### config.mk
export PLATFORM = sky130hd
export DESIGN_NAME = ps2_cmd_tx
export DESIGN_NICKNAME = d
export VERILOG_FILES = /design/src/rtl/ps2_pkg.sv /design/src/rtl/ps2_line_cond.sv /design/src/rtl/ps2_cmd_tx.sv
export SDC_FILE = /design/constraint.sdc
export NUM_CORES = 1
export LEC_CHECK = 0
export CAP_MARGIN = 25
export CORE_ASPECT_RATIO = 1.5
export CORE_MARGIN = 2
export CORE_UTILIZATION = 45
export DETAILED_ROUTE_END_ITERATION = 10
export PLACE_DENSITY_LB_ADDON = 0.05
export SLEW_MARGIN = 20
export SYNTH_ARGS = -nofsm -noshare
export SYNTH_HDL_FRONTEND = slang
export SYNTH_SLANG_ARGS = --single-unit
### constraint.sdc
create_clock -name clk -period 3.95 [get_ports clk]
set_input_delay 0.395 -clock clk [delete_from_list [all_inputs] [get_ports clk]]
set_output_delay 0.395 -clock clk [all_outputs]
set_load 0.01 [all_outputs]
### src/rtl/ps2_pkg.sv
// rtl/ps2_pkg.sv - shared states, result codes and command bytes for the PS/2 host transmitter
package ps2_pkg;

    typedef enum logic [3:0] {
        IDLE,
        INHIBIT,
        SETUP,
        WAIT_DEV,
        SEND,
        ACK,
        WAIT_IDLE,
        DONE,
        FAIL
    } state_e;

    localparam logic [1:0] ERR_NONE     = 2'b00;
    localparam logic [1:0] ERR_START_TO = 2'b01;
    localparam logic [1:0] ERR_XFER_TO  = 2'b10;
    localparam logic [1:0] ERR_NO_ACK   = 2'b11;

    localparam logic [7:0] CMD_RESET   = 8'hFF;
    localparam logic [7:0] CMD_SET_LED = 8'hED;
    localparam logic [7:0] CMD_ENABLE  = 8'hF4;
    localparam logic [7:0] RSP_ACK     = 8'hFA;

    function automatic logic odd_parity(input logic [7:0] d);
        return ~^d;
    endfunction

endpackage

### src/rtl/ps2_line_cond.sv
// rtl/ps2_line_cond.sv - synchronizer, glitch filter and falling-edge detector for one PS/2 line
module ps2_line_cond #(
    parameter int FILTER_LEN = 8
) (
    input  logic clk,
    input  logic reset,
    input  logic line_i,
    output logic level_o,
    output logic fall_o
);

    localparam int CW = (FILTER_LEN < 2) ? 1 : $clog2(FILTER_LEN + 1);

    logic          sync1_q, sync2_q;
    logic          level_q, level_d;
    logic          level_prev_q;
    logic [CW-1:0] cnt_q, cnt_d;

    // A new level is taken only after FILTER_LEN consecutive samples disagree with the current one.
    always_comb begin
        cnt_d   = '0;
        level_d = level_q;
        if (sync2_q != level_q) begin
            if (cnt_q == CW'(FILTER_LEN - 1)) begin
                level_d = sync2_q;
            end else begin
                cnt_d = cnt_q + 1'b1;
            end
        end
    end

    always_ff @(posedge clk) begin
        if (reset) begin
            sync1_q      <= 1'b1;
            sync2_q      <= 1'b1;
            level_q      <= 1'b1;
            level_prev_q <= 1'b1;
            cnt_q        <= '0;
        end else begin
            sync1_q      <= line_i;
            sync2_q      <= sync1_q;
            level_q      <= level_d;
            level_prev_q <= level_q;
            cnt_q        <= cnt_d;
        end
    end

    assign level_o = level_q;
    assign fall_o  = level_prev_q & ~level_q;

endmodule

### src/rtl/ps2_cmd_tx.sv
// rtl/ps2_cmd_tx.sv - PS/2 host-to-device command transmitter with request-to-send and ACK check
module ps2_cmd_tx
    import ps2_pkg::*;
#(
    parameter int INHIBIT_CYCLES = 6000,
    parameter int SETUP_CYCLES   = 250,
    parameter int START_TIMEOUT  = 750000,
    parameter int XFER_TIMEOUT   = 100000,
    parameter int FILTER_LEN     = 8
) (
    input  logic       clk,
    input  logic       reset,
    input  logic [7:0] cmd_data,
    input  logic       cmd_valid,
    output logic       cmd_ready,
    input  logic       ps2_clk_in,
    input  logic       ps2_dat_in,
    output logic       ps2_clk_oe,
    output logic       ps2_dat_oe,
    output logic       busy,
    output logic       done,
    output logic       ack_ok,
    output logic [1:0] err_code
);

    localparam int MAX_A = (INHIBIT_CYCLES > SETUP_CYCLES) ? INHIBIT_CYCLES : SETUP_CYCLES;
    localparam int MAX_B = (START_TIMEOUT > XFER_TIMEOUT) ? START_TIMEOUT : XFER_TIMEOUT;
    localparam int MAX_T = (MAX_A > MAX_B) ? MAX_A : MAX_B;
    localparam int CNT_W = $clog2(MAX_T + 1);

    state_e           state_q, state_d;
    logic [CNT_W-1:0] cnt_q, cnt_d;
    logic [3:0]       edge_q, edge_d;
    logic [8:0]       shift_q, shift_d;
    logic             dat_oe_q, dat_oe_d;
    logic             ack_ok_q, ack_ok_d;
    logic [1:0]       err_q, err_d;

    logic clk_level, clk_fall, dat_level;

    ps2_line_cond #(.FILTER_LEN(FILTER_LEN)) u_clk_cond (
        .clk     (clk),
        .reset   (reset),
        .line_i  (ps2_clk_in),
        .level_o (clk_level),
        .fall_o  (clk_fall)
    );

    ps2_line_cond #(.FILTER_LEN(FILTER_LEN)) u_dat_cond (
        .clk     (clk),
        .reset   (reset),
        .line_i  (ps2_dat_in),
        .level_o (dat_level),
        .fall_o  ()
    );

    always_comb begin
        state_d  = state_q;
        cnt_d    = cnt_q + 1'b1;
        edge_d   = edge_q;
        shift_d  = shift_q;
        dat_oe_d = dat_oe_q;
        ack_ok_d = ack_ok_q;
        err_d    = err_q;
        unique case (state_q)
            IDLE: begin
                cnt_d = '0;
                if (cmd_valid) begin
                    shift_d  = {odd_parity(cmd_data), cmd_data};
                    edge_d   = '0;
                    dat_oe_d = 1'b0;
                    ack_ok_d = 1'b0;
                    err_d    = ERR_NONE;
                    state_d  = INHIBIT;
                end
            end
            INHIBIT: begin
                if (cnt_q == CNT_W'(INHIBIT_CYCLES - 1)) begin
                    cnt_d   = '0;
                    state_d = SETUP;
                end
            end
            SETUP: begin
                if (cnt_q == CNT_W'(SETUP_CYCLES - 1)) begin
                    cnt_d   = '0;
                    state_d = WAIT_DEV;
                end
            end
            WAIT_DEV: begin
                if (clk_fall) begin
                    dat_oe_d = ~shift_q[0];
                    shift_d  = shift_q >> 1;
                    edge_d   = 4'd1;
                    cnt_d    = '0;
                    state_d  = SEND;
                end else if (cnt_q == CNT_W'(START_TIMEOUT - 1)) begin
                    err_d   = ERR_START_TO;
                    state_d = FAIL;
                end
            end
            SEND: begin
                // Timer keeps running into ACK: one budget covers fall 1 through the ACK sample.
                if (cnt_q == CNT_W'(XFER_TIMEOUT - 1)) begin
                    err_d   = ERR_XFER_TO;
                    state_d = FAIL;
                end else if (clk_fall) begin
                    edge_d = edge_q + 1'b1;
                    if (edge_q == 4'd9) begin
                        dat_oe_d = 1'b0;
                        state_d  = ACK;
                    end else begin
                        dat_oe_d = ~shift_q[0];
                        shift_d  = shift_q >> 1;
                    end
                end
            end
            ACK: begin
                if (cnt_q == CNT_W'(XFER_TIMEOUT - 1)) begin
                    err_d   = ERR_XFER_TO;
                    state_d = FAIL;
                end else if (clk_fall) begin
                    edge_d = edge_q + 1'b1;
                    if (!dat_level) begin
                        ack_ok_d = 1'b1;
                        state_d  = WAIT_IDLE;
                    end else begin
                        err_d   = ERR_NO_ACK;
                        state_d = FAIL;
                    end
                end
            end
            WAIT_IDLE: begin
                cnt_d = '0;
                if (clk_level && dat_level) begin
                    state_d = DONE;
                end
            end
            DONE, FAIL: begin
                cnt_d   = '0;
                state_d = IDLE;
            end
            default: begin
                cnt_d   = '0;
                state_d = IDLE;
            end
        endcase
    end

    always_ff @(posedge clk) begin
        if (reset) begin
            state_q  <= IDLE;
            cnt_q    <= '0;
            edge_q   <= '0;
            shift_q  <= '0;
            dat_oe_q <= 1'b0;
            ack_ok_q <= 1'b0;
            err_q    <= ERR_NONE;
        end else begin
            state_q  <= state_d;
            cnt_q    <= cnt_d;
            edge_q   <= edge_d;
            shift_q  <= shift_d;
            dat_oe_q <= dat_oe_d;
            ack_ok_q <= ack_ok_d;
            err_q    <= err_d;
        end
    end

    // Line enables decode straight from state so FAIL and reset release the bus at once.
    always_comb begin
        ps2_clk_oe = 1'b0;
        ps2_dat_oe = 1'b0;
        unique case (state_q)
            INHIBIT:  ps2_clk_oe = 1'b1;
            SETUP: begin
                ps2_clk_oe = 1'b1;
                ps2_dat_oe = 1'b1;
            end
            WAIT_DEV: ps2_dat_oe = 1'b1;
            SEND:     ps2_dat_oe = dat_oe_q;
            default: begin
                ps2_clk_oe = 1'b0;
                ps2_dat_oe = 1'b0;
            end
        endcase
    end

    assign cmd_ready = (state_q == IDLE);
    assign busy      = (state_q != IDLE);
    assign done      = (state_q == DONE) || (state_q == FAIL);
    assign ack_ok    = ack_ok_q;
    assign err_code  = err_q;

endmodule
==> results of run 1 <==
[registers in the layout (all words and copies together) (netlist names)]
name / count
cnt_q: 20
shift_q: 9
edge_q: 4
state_q: 4
u_clk_cond.cnt_q: 4
u_dat_cond.cnt_q: 4
err_code: 2
ack_ok: 1
dat_oe_q: 1
u_clk_cond.level_o: 1
u_clk_cond.level_prev_q: 1
u_clk_cond.sync1_q: 1
u_clk_cond.sync2_q: 1
u_dat_cond.level_o: 1
u_dat_cond.sync1_q: 1
u_dat_cond.sync2_q: 1
[layout make-up]
type | count | area (um^2)
multi-input cells | 266 | 1690
clock buffers | 7 | 76.3
repair buffers | 22 | 215
well taps | 74 | 92.6
clock inverters | 1 | 8.76
inverters | 10 | 37.5
fillers | 616 | 2940
flip-flops and latches | 56 | 1120
[Yosys cell counts (all sizes together), types with 4 or more instances]
cell type | n | area (um^2)
a211oi | 10 | 75.1
nor2 | 58 | 220
and3 | 7 | 43.8
nor4 | 4 | 25.0
nand3b | 5 | 37.5
ha | 6 | 75.1
nor3 | 11 | 55.1
a21oi | 8 | 40.0
or2 | 8 | 50.1
mux2i | 12 | 120
clkbuf | 13 | 48.8
o21ai | 12 | 63.8
nand2 | 23 | 86.3
nand4 | 6 | 37.5
nand3 | 12 | 60.1
dfxtp | 56 | 1120
nor2b | 4 | 25.0
xor2 | 14 | 123
inv | 10 | 37.5
nand2b | 7 | 43.8
xnor2 | 20 | 175
[power by group]
group | leakage, uW | internal (uW) | switching, uW | total [uW]
registers | 0.000455 | 608 | 62.5 | 670
clock network | 0.0000424 | 127 | 181 | 308
logic | 0.000640 | 199 | 223 | 422
total | 0.00114 | 934 | 466 | 1400
[how the worst max path moves through the flow]
stage               cells past startpoint          end       from  slack (ps)
CTS                                     7  err_code[0]   cnt_q[0]        1140
global placement                        7  err_code[0]   cnt_q[0]        1270
detailed placement                      7  err_code[0]   cnt_q[0]        1200
floorplan                               6   state_q[0]  cnt_q[14]        1790
global route                            7   state_q[1]   cnt_q[0]         910
finish                                  7  err_code[0]   cnt_q[0]        1140
[routing by layer]
| layer | up-vias | global-route usage, % | routed length (um) |
|---|---|---|---|
| met2 | 45 | 34.3 | 3250 |
| met4 | 0 | 7.99 | 149 |
| met1 | 1153 | 22.7 | 2760 |
| met3 | 13 | 2.86 | 187 |
| li1 | 1242 | - | - |
| met5 | - | 0 | 0 |
[stage by stage]
stage               power, uW  worst slack, ps  instances
finish                   1400             1140        436
global route             1500              909        436
CTS                      1420             1140        436
detailed placement       1100             1200        428
global placement         1100             1270        428
floorplan                 964             1790        348
[cells by family (layout without fill, tap and decap cells)]
logic type,after synthesis,after routing,share of synthesized area (%)
and+or+nand+nor,161,161,28.2
DFF,56,56,38.6
xor gates and xnor gates,34,34,10.2
muxes,13,13,4.52
AOI/OAI and AO/OA,52,52,12.4
buffers and inverters,26,40,3.49
adders and majority gates,6,6,2.58
==> metrics.csv, run 1 <==
metric,value,unit
grt_max_degree,31,
async_flop_share,0,%
max_stage_delay,500,ps
powerDensity,432,nW/um^2
dpl-instance-area,3150,um^2
final_common_cell,nor2_1,
ioPinCount,21,
whs,415,ps
maxCapViolCount,0,
synth_edf_count,0,
reg2reg_to,err_code[0],
status,finished clean,
start_util,47.1,%
leakagePower,0.00114,uW
avgSynthCellArea,8.35,um^2
avgRoutedWirePerCell,14.6,um
cp_top_family,simple AND/OR/NAND/NOR gates,
synthFlopType,dfxtp_1,
drc,0,
netlist_instances,348,
fmax,356,MHz
yosys_warnings,0,
relSlewSlack,41.0,%
clock_sinks,56,
critPathCaptureType,register,
synth.distinct_cells,52,
worstMarginPinSlew,882,ps
grt_pass1_vias,2454,
ctsLongestPathBuffers,2,
holdCritStartpoint,u_clk_cond.sync1_q,
post-route-period-util,71.1,%
htreeDepth,2,
drive_gt1_share,5.80,%
setup_tns,0,ps
cts_hold_buf,0,
start_kind,register,
clk_latency,300,ps
clk_root_buffer_cell,clkbuf_8,
layout_common_cells,"nor2_1 (57), dfxtp_1 (56), nand2_1 (23)",
setup_viol,0,
syn-cell-area,2910,um^2
antenna_found_initial,0,
finalInstanceArea,3240,um^2
rsz0062_at_grt,no,
arrival,3030,ps
die_y,102,um
reg2regPathDepth,7,
crit_fanout,14,
syn_nets,367,
finalClockSkew,10.6,ps
hold_violations,0,
maxSlewViolCount,0,
core-area,6170,um^2
critPathSlowestCell,a311o_1,
track_usage,19.1,%
firstDrtPassIters,4,
die_area,7130,um^2
worstPathRequired,4170,ps
diodes,0,
cts_made_buffers,5,
irDropWorstVdd,223,uV
hold_depth,1,
synth-seq-cells,56,
crit_chain,ha_1 -> nand3_1 -> nor3b_1 -> nand3_1 -> a311o_1 -> or3_1 -> a211oi_1,
rr_startpoint,cnt_q[0],
clk_pin_slew,100,ps
post-dp-hpwl,4.59,mm
period_minus_slack,2810,ps
rows,35,
fp.dieW,69.6,um
port-buffer-count,20,
avgViaCountPerCell,5.63,
ant_nets,0,
crit_type,register to register,
post_cts_buffers,0,
yosysSeqAreaShare,38.6,%
hp-class,register to register,
vias,2453,
path_common_cell,nand3_1,
hold_end,u_clk_cond.sync2_q,
path_buf_inv,0,
grt-ovfl-total,0,
post_cts_resized,0,
finalWirelength,6.35,mm
r2r_setup_slack,1140,ps
grt_pass1_wl,11.2,mm
drt_iter0_drc,117,
area_growth,11.5,%
gp_congestion,0.868,
final_nets,380,
final_util,52.5,%
cts_tree,yes,
Note: power is estimated with default switching activity, not from simulation.
==> run 2, diff against run 1 <==
clock period = 2.85 ns   (was 3.95 ns; I/O delays follow)
==> run 2 against run 1 <==
  * Fmax grew 18%
  * Sequential share of layout area shrank 0.89 points
  * Sequential cell count did not move
  * First-iteration DRC count shrank 27%
  * Largest power group unchanged
  * Register-to-register slack lost 680 ps
  * Setup slack worse by 680 ps
  * Combinational power rose by 47%
  * Clock power up 40%
==> metrics.csv, run 2 (same netlist as run 1, synthesis figures left out) <==
metric,value,unit
status,finished clean,
grt_max_degree,30,
crit_chain,ha_1 -> nand3_1 -> nor3b_1 -> nand3_1 -> a311o_1 -> or3_1 -> a211oi_1,
reg2reg_to,err_code[0],
path_common_cell,nand3_1,
multiInputGateArea,1690,um^2
clk_pin_slew,100,ps
holdCritStartpoint,u_dat_cond.sync1_q,
avgRoutedWirePerCell,14.9,um
critPathCaptureType,register,
cts_hold_buf,0,
crit_fanout,4,
ioPinCount,21,
worstPathRequired,3090,ps
finalInstanceArea,3320,um^2
fmax,419,MHz
avgViaCountPerCell,5.51,
finalPower,1970,uW
intPower,1310,uW
finalWirelength,6.65,mm
reg2regPathDepth,7,
powerDensity,594,nW/um^2
start_util,47.1,%
post_cts_resized,0,
hold_depth,1,
final_common_cell,nor2_1,
ant_nets,0,
firstDrtPassIters,4,
post-route-period-util,83.7,%
antenna_found_initial,0,
critPathSlowestCell,a311o_1,
met2_usage,37.6,%
maxCapViolCount,0,
ctsLongestPathBuffers,2,
final_nets,391,
regMostFlops,cnt_q,
whs,419,ps
clock_sinks,56,
fp.dieW,69.6,um
cts_made_buffers,5,
relSlewSlack,55.6,%
arrival,2620,ps
setup_tns,0,ps
nFillCells,593,
finalClockSkew,8.68,ps
busiest_layer,met2,
drt_iter0_drc,85,
post_cts_buffers,0,
hold_violations,0,
layout_common_cells,"nor2_1 (57), dfxtp_1 (56), nand2_1 (23)",
crit_type,register to register,
rows,35,
clk_root_buffer_cell,clkbuf_8,
hold_end,u_dat_cond.sync2_q,
gp_congestion,0.875,
use_met3,2.76,%
irDropWorstVdd,384,uV
regArea,1120,um^2
maxSlewViolCount,0,
swShare,33.6,%
p_sw,663,uW
port-buffer-count,20,
die_y,102,um
drc,0,
r2r_setup_slack,460,ps
met1_usage,22.2,%
htreeDepth,2,
setup_viol,0,
rsz0062_at_grt,no,
path_buf_inv,0,
grt_pass1_vias,2413,
worstMarginPinSlew,660,ps
core-area,6170,um^2
grt-ovfl-total,0,
hp-class,register to register,
period_minus_slack,2390,ps
grt_pass1_wl,11.4,mm
largestRegisters,"cnt_q (20), shift_q (9)",
diodes,0,
pwr-share-seq,46.6,%
track_usage,19.9,%
post-dp-hpwl,5.05,mm
area_growth,14.4,%
dpl-instance-area,3240,um^2
drive_gt1_share,9.12,%
vias,2463,
p_comb_share,31.5,%
die_area,7130,um^2
clkPwrFrac,21.9,%
max_stage_delay,400,ps
largest_register_ffs,20,
rr_startpoint,cnt_q[0],
cp_top_family,simple AND/OR/NAND/NOR gates,
start_kind,register,
cts_tree,yes,
clk_latency,310,ps
leakagePower,0.00120,uW
-- run 2: cell types whose count changed in the layout (fill, tap and decap cells not counted), sizes merged --
| cell | before | now |
|---|---|---|
| buf | 2 | 13 |
| clkbuf | 7 | 5 |
| clkinv | 1 | 3 |
-- run 2: power groups by stage --
stage / combinational, uW / sequential [uW] / clock (uW)
after floorplan: 444 / 892 / 0
after global placement: 621 / 938 / 0
after detailed placement: 622 / 935 / 0
after CTS: 626 / 918 / 450
after global routing: 694 / 930 / 474
final: 621 / 920 / 432
-- run 2: how the worst max path moves through the flow --
stage,from,cells past startpoint,to,slack (ps)
after floorplan,cnt_q[14],6,state_q[0],690
after global placement,cnt_q[0],7,err_code[0],540
after detailed placement,cnt_q[0],7,err_code[0],470
after CTS,cnt_q[0],7,err_code[1],460
after global routing,cnt_q[0],7,state_q[1],220
final,cnt_q[0],7,err_code[0],460
-- run 2: per-layer routing --
layer | vias to the layer above | routed length, um
met2 | 46 | 3500
met1 | 1142 | 2790
li1 | 1260 | -
met3 | 15 | 180
met5 | - | 0
met4 | 0 | 179
-- run 2: cell type report --
class / count / share of cell area [%]
multi-input cells: 266 / 50.8
well taps: 74 / 2.79
inverters: 10 / 1.13
clock buffers: 5 / 2.07
clock inverters: 3 / 0.565
flip-flops and latches: 56 / 33.7
repair buffers: 33 / 8.96
-- run 2: through the flow --
stage	cells	setup WS [ps]	utilization (%)
after floorplan	348	694	-
after global placement	439	545	52.4
after detailed placement	439	474	52.4
after CTS	447	461	53.8
after global routing	447	222	53.8
final	447	465	53.8
==> run 3, diff against run 2 <==
clock period = 2.2 ns   (was 2.85 ns; I/O delays follow)
==> run 3 against run 2 <==
  * The run now ends with setup timing left
  * First-iteration DRC count unchanged
  * Non-clock buffer count rose by 32
  * Register-to-register slack got worse by 510 ps
  * Largest power group unchanged
  * Cell count up 7.2%
  * Fmax rose by 6.4%
  * Largest cell class unchanged
  * Design area grew 12%
  * Utilization up 6.2 points
  * Via count increased by 5.4%
  * Sequential share of layout area fell by 3.2 points
==> metrics.csv, run 3 (same netlist as run 1, synthesis figures left out) <==
metric,value,unit
clk_pin_slew,100,ps
irDropWorstVdd,468,uV
largestRegisters,"cnt_q (20), shift_q (9)",
drt_iter0_drc,85,
relSlewSlack,68.4,%
hp-class,register to register,
grt_max_degree,30,
firstDrtPassIters,4,
layout.cells.non_filler,479,
nFillCells,593,
diodes,0,
die_area,7130,um^2
finalPower,2880,uW
leakagePower,0.00140,uW
drc,0,
ioPinCount,21,
clock_sinks,56,
drive_gt1_share,20.7,%
r2r_setup_slack,-40,ps
port-buffer-count,20,
regMostFlops,cnt_q,
clk_latency,310,ps
track_usage,20.4,%
area_growth,27.6,%
grt-ovfl-total,0,
cp_top_family,simple AND/OR/NAND/NOR gates,
arrival,2480,ps
powerDensity,776,nW/um^2
avgViaCountPerCell,5.42,
whs,419,ps
status,finished with violations,
final_common_cell,nor2_1,
period_minus_slack,2240,ps
hold_end,u_clk_cond.sync2_q,
worstMarginPinSlew,462,ps
layout_common_cells,"nor2_1 (57), dfxtp_1 (49), buf_4 (44)",
antenna_found_initial,0,
start_util,47.1,%
ctsLongestPathBuffers,2,
reg2regPathDepth,6,
hold_depth,1,
path_buf_inv,0,
ant_nets,0,
core-area,6170,um^2
clk_root_buffer_cell,clkbuf_8,
die_y,102,um
maxCapViolCount,0,
failed_checks,setup timing,
holdCritStartpoint,u_clk_cond.sync1_q,
worstPathRequired,2440,ps
place_ws,-74.9,ps
hold_violations,0,
critPathCaptureType,register,
finalClockSkew,7.41,ps
avgRoutedWirePerCell,14.6,um
post-route-period-util,102,%
fp.dieW,69.6,um
crit_fanout,5,
cts_tree,yes,
start_kind,register,
vias,2596,
htreeDepth,2,
crit_chain,or4_4 -> or3_4 -> o2111ai_4 -> o21ai_4 -> or4_1 -> a21oi_1,
setup_ws,-41.0,ps
setup_tns,-96.1,ps
finalWirelength,6.99,mm
rsz0062_at_grt,yes,
largest_register_ffs,20,
grt_pass1_vias,2575,
maxSlewViolCount,0,
grt_pass1_wl,11.6,mm
final_nets,423,
fmax,446,MHz
critPathSlowestCell,or4_4,
rr_startpoint,cnt_q[14],
crit_type,register to register,
reg2reg_to,state_q[0],
gp_congestion,0.937,
max_stage_delay,540,ps
place_inst,470,
rows,35,
post-dp-hpwl,5.34,mm
cts_made_buffers,5,
setup_viol,4,
[run 3: cell types whose count changed in the layout (fill, tap and decap cells not counted), sizes merged]
cell and change:
buf +32, bufinv +1, clkinv -3, clkbuf +2
[run 3: layout make-up]
| class | count | area, um^2 | area share [%] |
|---|---|---|---|
| Multi-Input combinational cell | 266 | 1770 | 47.8 |
| Clock inverter | 1 | 30.0 | 0.810 |
| Sequential cell | 56 | 1130 | 30.5 |
| Inverter | 10 | 37.5 | 1.01 |
| Timing Repair Buffer | 65 | 551 | 14.8 |
| Clock buffer | 7 | 96.3 | 2.60 |
| Tap cell | 74 | 92.6 | 2.50 |
[run 3: power by group]
| group | switching (uW) | leakage (uW) | total, uW | internal (uW) |
|---|---|---|---|---|
| sequential | 84.2 | 0.000458 | 1180 | 1090 |
| clock | 335 | 0.0000645 | 737 | 402 |
| combinational | 489 | 0.000875 | 962 | 473 |
| total | 908 | 0.00140 | 2880 | 1970 |
[run 3: what timing repair did]
item                       in CTS  in global routing
gates resized for setup         9                 14
buffers inserted                0                  1
setup endpoints to repair      26                 30
pin swaps                       5                  5
hold buffers                    0                  0
[run 3: how the worst max path moves through the flow]
stage | start | endpoint | slack [ps] | cells after the start
floorplan | cnt_q[14] | state_q[0] | 40 | 6
global placement | cnt_q[0] | state_q[1] | -80 | 7
detailed placement | cnt_q[1] | state_q[1] | -70 | 7
CTS | cnt_q[14] | state_q[0] | -10 | 6
global route | cnt_q[14] | err_code[1] | -110 | 6
finish | cnt_q[14] | state_q[0] | -40 | 6
[run 3: per-layer routing]
layer | share of wire (%) | GRT usage [%] | vias up
met5 | 0 | 0 | -
met4 | 1.4 | 7.84 | 0
met3 | 2.1 | 3.06 | 8
met2 | 56 | 40.6 | 32
met1 | 41 | 21.3 | 1221
li1 | - | - | 1335
[run 3: metrics by stage]
| stage | util, % | area (um^2) |
|---|---|---|
| after floorplan | - | 2910 |
| after global placement | 56.4 | 3480 |
| after detailed placement | 56.4 | 3480 |
| after CTS | 59.1 | 3650 |
| after global routing | 60.0 | 3710 |
| final | 60.0 | 3710 |
